**config.mk**
```make
export PLATFORM = sky130hd
export DESIGN_NAME = cpu_clken_gen
export DESIGN_NICKNAME = d
export VERILOG_FILES = /design/src/rtl/cpu_clken_gen.sv
export SDC_FILE = /design/constraint.sdc
export NUM_CORES = 1
export LEC_CHECK = 0
export BUFFER_PORTS_ARGS = -buffer_cell sky130_fd_sc_hd__buf_2
export CORE_MARGIN = 2
export CORE_UTILIZATION = 51
export DETAILED_ROUTE_END_ITERATION = 16
export PLACE_DENSITY_LB_ADDON = 0.25
export SYNTH_ARGS = -nofsm -noshare
export SYNTH_HDL_FRONTEND = slang
export SYNTH_SLANG_ARGS = --single-unit
```
**constraint.sdc**
```tcl
create_clock -name i_clk -period 2.1 [get_ports i_clk]
set_clock_uncertainty 0.05 [all_clocks]
set_input_delay 0.315 -clock i_clk [delete_from_list [all_inputs] [get_ports i_clk]]
set_output_delay 0.315 -clock i_clk [all_outputs]
set_load 0.02 [all_outputs]
```
**src/rtl/cpu_clken_gen.sv**
```systemverilog
// cpu_clken_gen: clock-enable generator for the 65C02 bus.
// Provides a runtime-selectable CPU rate, single-step, wait-state stretching,
// a free-running peripheral enable and the phi2 trace phase.
// Optional macro CLKEN_CYCLE_COUNT_EN builds the bus-cycle counter behind
// o_cycle_count; without it the port reads 0.
module cpu_clken_gen #(
    parameter int unsigned DIV          = 16,
    parameter int unsigned PERIPH_RATIO = 4,
    parameter int unsigned WAIT_CYCLES  = 1,
    parameter int unsigned CNT_W        = 16
) (
    input  logic             i_clk,
    input  logic             i_reset,
    input  logic [1:0]       i_div_sel,
    input  logic             i_step,
    input  logic             i_wait_req,
    output logic             o_cpu_clken,
    output logic             o_cpu_clken1,
    output logic             o_periph_clken,
    output logic             o_phi2,
    output logic [CNT_W-1:0] o_cycle_count
);

    localparam int unsigned CntW  = $clog2(4 * DIV);
    localparam int unsigned PDiv  = DIV / PERIPH_RATIO;
    localparam int unsigned PCntW = (PDiv > 1) ? $clog2(PDiv) : 1;
    localparam int unsigned WaitW = 4;

    typedef enum logic [1:0] {
        ModeDiv1 = 2'b00,
        ModeDiv2 = 2'b01,
        ModeDiv4 = 2'b10,
        ModeStep = 2'b11
    } mode_e;

    mode_e             r_mode;
    logic [CntW-1:0]   r_cnt;
    logic [WaitW-1:0]  r_wait_left;
    logic              r_step_q;
    logic              r_step_q2;
    logic              r_step_armed;
    logic              r_cpu_clken;
    logic              r_cpu_clken1;
    logic              r_phi2;
    logic [PCntW-1:0]  r_pcnt;
    logic              r_periph_clken;

    logic [CntW-1:0]   w_last;
    logic [CntW-1:0]   w_half;
    logic              w_end;
    logic              w_waiting;
    logic              w_step_rise;
    logic              w_fire;
    logic              w_wrap;

    // Decode the latched mode into the last and half-period counter values.
    always_comb begin
        w_last = CntW'(DIV - 1);
        w_half = CntW'(DIV / 2 - 1);
        case (r_mode)
            ModeDiv2: begin
                w_last = CntW'(2 * DIV - 1);
                w_half = CntW'(DIV - 1);
            end
            ModeDiv4: begin
                w_last = CntW'(4 * DIV - 1);
                w_half = CntW'(2 * DIV - 1);
            end
            default: ;
        endcase
    end

    assign w_end       = (r_cnt == w_last);
    assign w_waiting   = (r_wait_left != '0);
    assign w_step_rise = r_step_q & ~r_step_q2;
    // A pulse needs no pending wait, and in single-step mode an armed step.
    assign w_fire      = w_end & ~w_waiting & ((r_mode != ModeStep) | r_step_armed);
    // A wait period also restarts the counter; only an unarmed step hold does not.
    assign w_wrap      = w_end & (w_waiting | w_fire);

    // Period counter, mode latch, wait-state and single-step bookkeeping.
    always_ff @(posedge i_clk) begin
        if (i_reset) begin
            r_cnt        <= '0;
            r_mode       <= ModeDiv1;
            r_wait_left  <= '0;
            r_step_q     <= 1'b0;
            r_step_q2    <= 1'b0;
            r_step_armed <= 1'b0;
        end else begin
            r_step_q  <= i_step;
            r_step_q2 <= r_step_q;

            if (w_wrap) begin
                r_cnt  <= '0;
                r_mode <= mode_e'(i_div_sel);
            end else if (!w_end) begin
                r_cnt <= r_cnt + CntW'(1);
            end

            if (r_cpu_clken1 && i_wait_req) begin
                r_wait_left <= WaitW'(WAIT_CYCLES);
            end else if (w_end && w_waiting) begin
                r_wait_left <= r_wait_left - WaitW'(1);
            end

            // One-deep: an edge arriving while already armed is dropped.
            if (w_fire && r_step_armed) begin
                r_step_armed <= 1'b0;
            end else if (w_step_rise) begin
                r_step_armed <= 1'b1;
            end
        end
    end

    // Registered bus strobes and the phi2 trace phase.
    always_ff @(posedge i_clk) begin
        if (i_reset) begin
            r_cpu_clken  <= 1'b0;
            r_cpu_clken1 <= 1'b0;
            r_phi2       <= 1'b0;
        end else begin
            r_cpu_clken  <= w_fire;
            r_cpu_clken1 <= r_cpu_clken;
            if (w_fire) begin
                r_phi2 <= 1'b1;
            end else if (r_cnt == w_half) begin
                r_phi2 <= 1'b0;
            end
        end
    end

    // Free-running peripheral enable, phase-locked to reset release only.
    always_ff @(posedge i_clk) begin
        if (i_reset) begin
            r_pcnt         <= '0;
            r_periph_clken <= 1'b0;
        end else begin
            r_periph_clken <= (r_pcnt == PCntW'(PDiv - 1));
            if (r_pcnt == PCntW'(PDiv - 1)) begin
                r_pcnt <= '0;
            end else begin
                r_pcnt <= r_pcnt + PCntW'(1);
            end
        end
    end

`ifdef CLKEN_CYCLE_COUNT_EN
    logic [CNT_W-1:0] r_cycle_count;

    // Count bus-cycle pulses; updates on the same edge that raises cpu_clken.
    always_ff @(posedge i_clk) begin
        if (i_reset) begin
            r_cycle_count <= '0;
        end else if (w_fire) begin
            r_cycle_count <= r_cycle_count + CNT_W'(1);
        end
    end

    assign o_cycle_count = r_cycle_count;
`else
    assign o_cycle_count = '0;
`endif

    assign o_cpu_clken    = r_cpu_clken;
    assign o_cpu_clken1   = r_cpu_clken1;
    assign o_periph_clken = r_periph_clken;
    assign o_phi2         = r_phi2;

endmodule

```
# Word-level counts from Yosys, hierarchy flattened
# Cells that the tools add are included.
# op_classes
n_addsub	3
eq_ne	6
mux	6
n_bitwise	8
n_reduce_logical	10
# op_table
op	n
$eq A6 B6 Y1	2
$pmux W6 S2	1
$pmux W5 S2	1
$reduce_or A2 Y1	4
$add A6 B1 Y6 const B	1
$and A1 B1 Y1	4
$eq A2 B2 Y1 const B	2
$mux W1	4
$reduce_bool A2 Y1	2
$reduce_bool A4 Y1	1
$sub A4 B1 Y4 const B	1
$logic_and A1 B1 Y1	3
$add A2 B1 Y2 const B	1
$eq A2 B1 Y1 const B	1
$ne A2 B2 Y1 const B	1
$not A1 Y1	2
$or A1 B1 Y1	2
# word_totals
regBits	21
input_bits	6
out_inout_bits	20
elab_cells	45

# Longest topological paths before layout
# depth
word_depth	8
ltp_mapped	7

# Worst setup path after synthesis
# OpenSTA, ideal clock, no wires.
# synth_path
kind	reg-to-reg
startpoint	reg r_mode[0]
endpoint	reg r_cnt[5]
setup_time_ns	0.115
arrival_ns	1.716
slack_ns	0.219
path_stages_with_launch	8
period_less_slack_ns	1.881
path_cell_list	dfxtp_1 -> inv_1 -> ha_1 -> xnor2_1 -> or3_1 -> buf_6 -> and3_1 -> o21a_1
# synth_via
elab_chain_len	8
elab_cells_between_ends	11
classes_between	eq/ne (4); mux (1); bitwise (5); reduce/logical (1)
# synth_lines
element	line_no	rtl
start, declared	36	mode_e r_mode;
start signal, assigned	85	r_mode <= ModeDiv1;
start signal, assigned	96	r_mode <= mode_e'(i_div_sel);
$eq A2 B2 Y1 or $eq A2 B1 Y1 (tied branches)	60	case (r_mode)
$pmux W6 S2	60	
$eq A6 B6 Y1	73	assign w_end = (r_cnt == w_last);
$and A1 B1 Y1 (2 in a row)	77	assign w_fire = w_end & ~w_waiting & ((r_mode != ModeStep) | r_step_armed);
$or A1 B1 Y1	79	assign w_wrap = w_end & (w_waiting | w_fire);
$and A1 B1 Y1	79	
$reduce_or A2 Y1 (no source line)	--	
end signal, assigned	98	r_cnt <= r_cnt + CntW'(1);
end, declared	37	logic [CntW-1:0] r_cnt;
# Parallel ways exist; a longest one is shown, timed or not.
# A chain may end at the register's enable or synchronous reset.

# Final worst setup path
# layout_path
startpoint	reg r_mode[0]
endpoint	reg r_mode[1]
# layout_via
elab_chain_len	7
elab_cells_between_ends	10
classes_between	eq/ne (4); mux (1); bitwise (5)
# layout_lines
element	line_no
$eq A2 B2 Y1 or $eq A2 B1 Y1 (tied branches)	60
$pmux W6 S2	60
$eq A6 B6 Y1	73
$and A1 B1 Y1 (2 in a row)	77
$or A1 B1 Y1	79
$and A1 B1 Y1 (*)	79
# Mark *: on every way between the ends. The rest lies on a longest branch, timed or not.

==> flow_metrics.env <==
export IMPL_yosys_area_top_type="dfxtp_1"
export IMPL_yosys_register_bits=21
export IMPL_layout_drive_gt1_share_pct=18.3
export IMPL_syn_to_final_growth_pct=6.88
export IMPL_grt_pass1_vias=704
export IMPL_synthArstFlopShare_pct=0
export IMPL_finalHoldViolCount=0
export IMPL_syn_inst=111
export IMPL_drt_antenna_violating_nets=0
export IMPL_antenna_found_initial=0
export IMPL_r2r_end="r_mode[1]$_SDFFE_PP0P_"
export IMPL_ys_seq_area_share_pct=39.2
export IMPL_yosys_top_cells_count="dfxtp_1, buf_4, nand2_1"
export IMPL_required_ps=2240
export IMPL_clock_sinks=21
export IMPL_p_leak_uw=0.000510
export IMPL_rows=16
export IMPL_synth_most_common_cell="dfxtp_1"
export IMPL_arrival_ps=2090
export IMPL_reg2regPathDepth=7
export IMPL_die_y_um=49.9
export IMPL_synth_top_flop_cell="dfxtp_1"
export IMPL_avgViaCountPerCell=4.89
export IMPL_grt_pass1_wl_um=2850
export IMPL_routabilityCongestion=0.806
export IMPL_path_class="reg2reg"
export IMPL_end_kind="flip-flop"
export IMPL_ctsRootBufferMaster="clkbuf_4"
export IMPL_hold_depth=2
export IMPL_avgSynthCellArea_um2=9.66
export IMPL_fin_crit_sh_pct=92.9
export IMPL_min_delay_worst_endpoint="r_step_q$_SDFF_PP0_"
export IMPL_power_density_nw_per_um2=589
export IMPL_routed_wl_um=1720
export IMPL_peakVddDrop_mv=0.461
export IMPL_clk_latency_ps=300
export IMPL_die_area_um2=2490
export IMPL_clk_path_buf_depth=2
export IMPL_clk_pin_slew_ps=100
export IMPL_hold_path_startpoint="i_step"
export IMPL_numCtsBuffers=3
export IMPL_initial_utilization_pct=54.1
export IMPL_maxCapViolCount=0
export IMPL_r2r_start="r_mode[0]$_SDFFE_PP0P_"
export IMPL_htreeDepth=1
export IMPL_max_freq_mhz=513
export IMPL_status="finished, final reports clean"
export IMPL_synthDistinctLibCells=32
export IMPL_num_antenna_cells=0
export IMPL_rsz0062_at_grt="no"
export IMPL_synth_area_um2=1070
export IMPL_wl_per_cell_um=11.3
export IMPL_nets=138
export IMPL_io_pins=26
export IMPL_dp_hpwl_um=1390
export IMPL_route_detailed_drc=0
export IMPL_tns_ps=0
export IMPL_cts_tree="done"
export IMPL_post_cts_buffers=0
export IMPL_num_vias=748
export IMPL_grt_usage_pct=15.6
export IMPL_critPathMaxFanout=4
export IMPL_ys_warn_count=0
export IMPL_slew_violations=0
export IMPL_power_uw=675
export IMPL_setup_violations=0
export IMPL_gr_total_overflow=0
export IMPL_yosysTopAreaCellShare_pct=39.2
export IMPL_die_w_um=49.9
export IMPL_dr_first_iter_drc_count=8
export IMPL_finalCriticalPeriod_ps=1950
export IMPL_start_kind="flip-flop"
export IMPL_rrSetupSlack_ps=150
export IMPL_core_area_um2=1980
export IMPL_firstDrtPassIters=4
export IMPL_synthTopCellsByArea="dfxtp_1, buf_4, ha_1"
export IMPL_hold_path_class="in2reg"
export IMPL_grt_max_degree=15
export IMPL_portBuffers=9
export IMPL_synth_edf_count=0
[registers in the layout (all words and copies together) (netlist names)]
signal / count
r_mode: 2
r_wait_left: 4
r_step_armed: 1
r_cnt: 6
r_pcnt: 2
r_step_q2: 1
o_cpu_clken1: 1
o_periph_clken: 1
o_phi2: 1
r_step_q: 1
o_cpu_clken: 1
[layer usage]
metal	GRT usage (%)	part of all wire [%]
met5	0	0
met3	3.64	4.0
met4	11.1	2.8
met2	24.9	47
met1	18.2	46
[cell families after synthesis]
| family | share of synthesized area, % |
|---|---|
| compound gates | 10.7 |
| xor+xnor | 7.35 |
| fa+ha+maj | 5.83 |
| buf+inv | 14.7 |
| flops | 39.2 |
| mux | 2.80 |
| other cells | 0.350 |
| simple gates | 19.0 |
[critical path, stage by stage, from the launching register on]
cell and delay [ps]:
dfxtp_1 370, inv_1 50, ha_1 320, xnor2_1 160, buf_4 170, a2111oi_4 410, mux2i_1 260, nor2_1 60
[final cells by class]
cell class	count	area (µm²)
clock buffer	4	26.3
fill	180	836
inverter	6	22.5
multi-input combinational	81	561
sequential	21	420
tap	27	33.8
timing repair buffer	14	82.6
[stage by stage]
stage | utilization, % | setup WS [ps] | hold slack, ps | cells | cell area (µm²)
after floorplan | - | 219 | 339 | 126 | 1130
after global placement | 56.0 | 131 | 368 | 149 | 1110
after detailed placement | 56.0 | 97.6 | 376 | 149 | 1110
after CTS | 57.3 | 72.8 | 168 | 153 | 1140
after global routing | 57.8 | 33.1 | 189 | 153 | 1150
final | 57.8 | 149 | 180 | 153 | 1150
[layout by cell type, fill, tap and decap left out, types with 2 or more instances in the layout]
cell      count
buf_4         5
nand3_1       3
nor3_1        2
ha_1          5
dfxtp_1      21
nor2_1        6
inv_1         6
a211oi_1      2
xnor2_1       4
conb_1       16
mux2i_1       3
clkbuf_4      3
a21oi_1       6
xor2_1        5
buf_2         9
nand2_1       7
nor2b_1       5
[power breakdown]
part | internal (µW) | switching (µW)
registers | 412 | 8.98
logic | 18.3 | 45.1
clock network | 74.1 | 116
total | 505 | 171
[worst max-delay path by stage]
| stage | from | endpoint | slack [ps] | cells after the start |
|---|---|---|---|---|
| floorplan | r_mode[0]$_SDFFE_PP0P_ | r_cnt[5]$_SDFFE_PP0N_ | 220 | 7 |
| global placement | r_mode[0]$_SDFFE_PP0P_ | r_wait_left[3]$_SDFFE_PP0P_ | 130 | 6 |
| detailed placement | r_mode[0]$_SDFFE_PP0P_ | r_wait_left[3]$_SDFFE_PP0P_ | 100 | 6 |
| CTS | r_mode[0]$_SDFFE_PP0P_ | r_wait_left[3]$_SDFFE_PP0P_ | 70 | 6 |
| global route | r_mode[0]$_SDFFE_PP0P_ | r_mode[1]$_SDFFE_PP0P_ | 30 | 7 |
| finish | r_mode[0]$_SDFFE_PP0P_ | r_mode[1]$_SDFFE_PP0P_ | 150 | 7 |
[repair_timing]
action	in CTS	in global routing
gates resized for setup	0	2
setup endpoints to repair	0	6
hold buffers	0	0
Power figures use the tool's default switching activity.
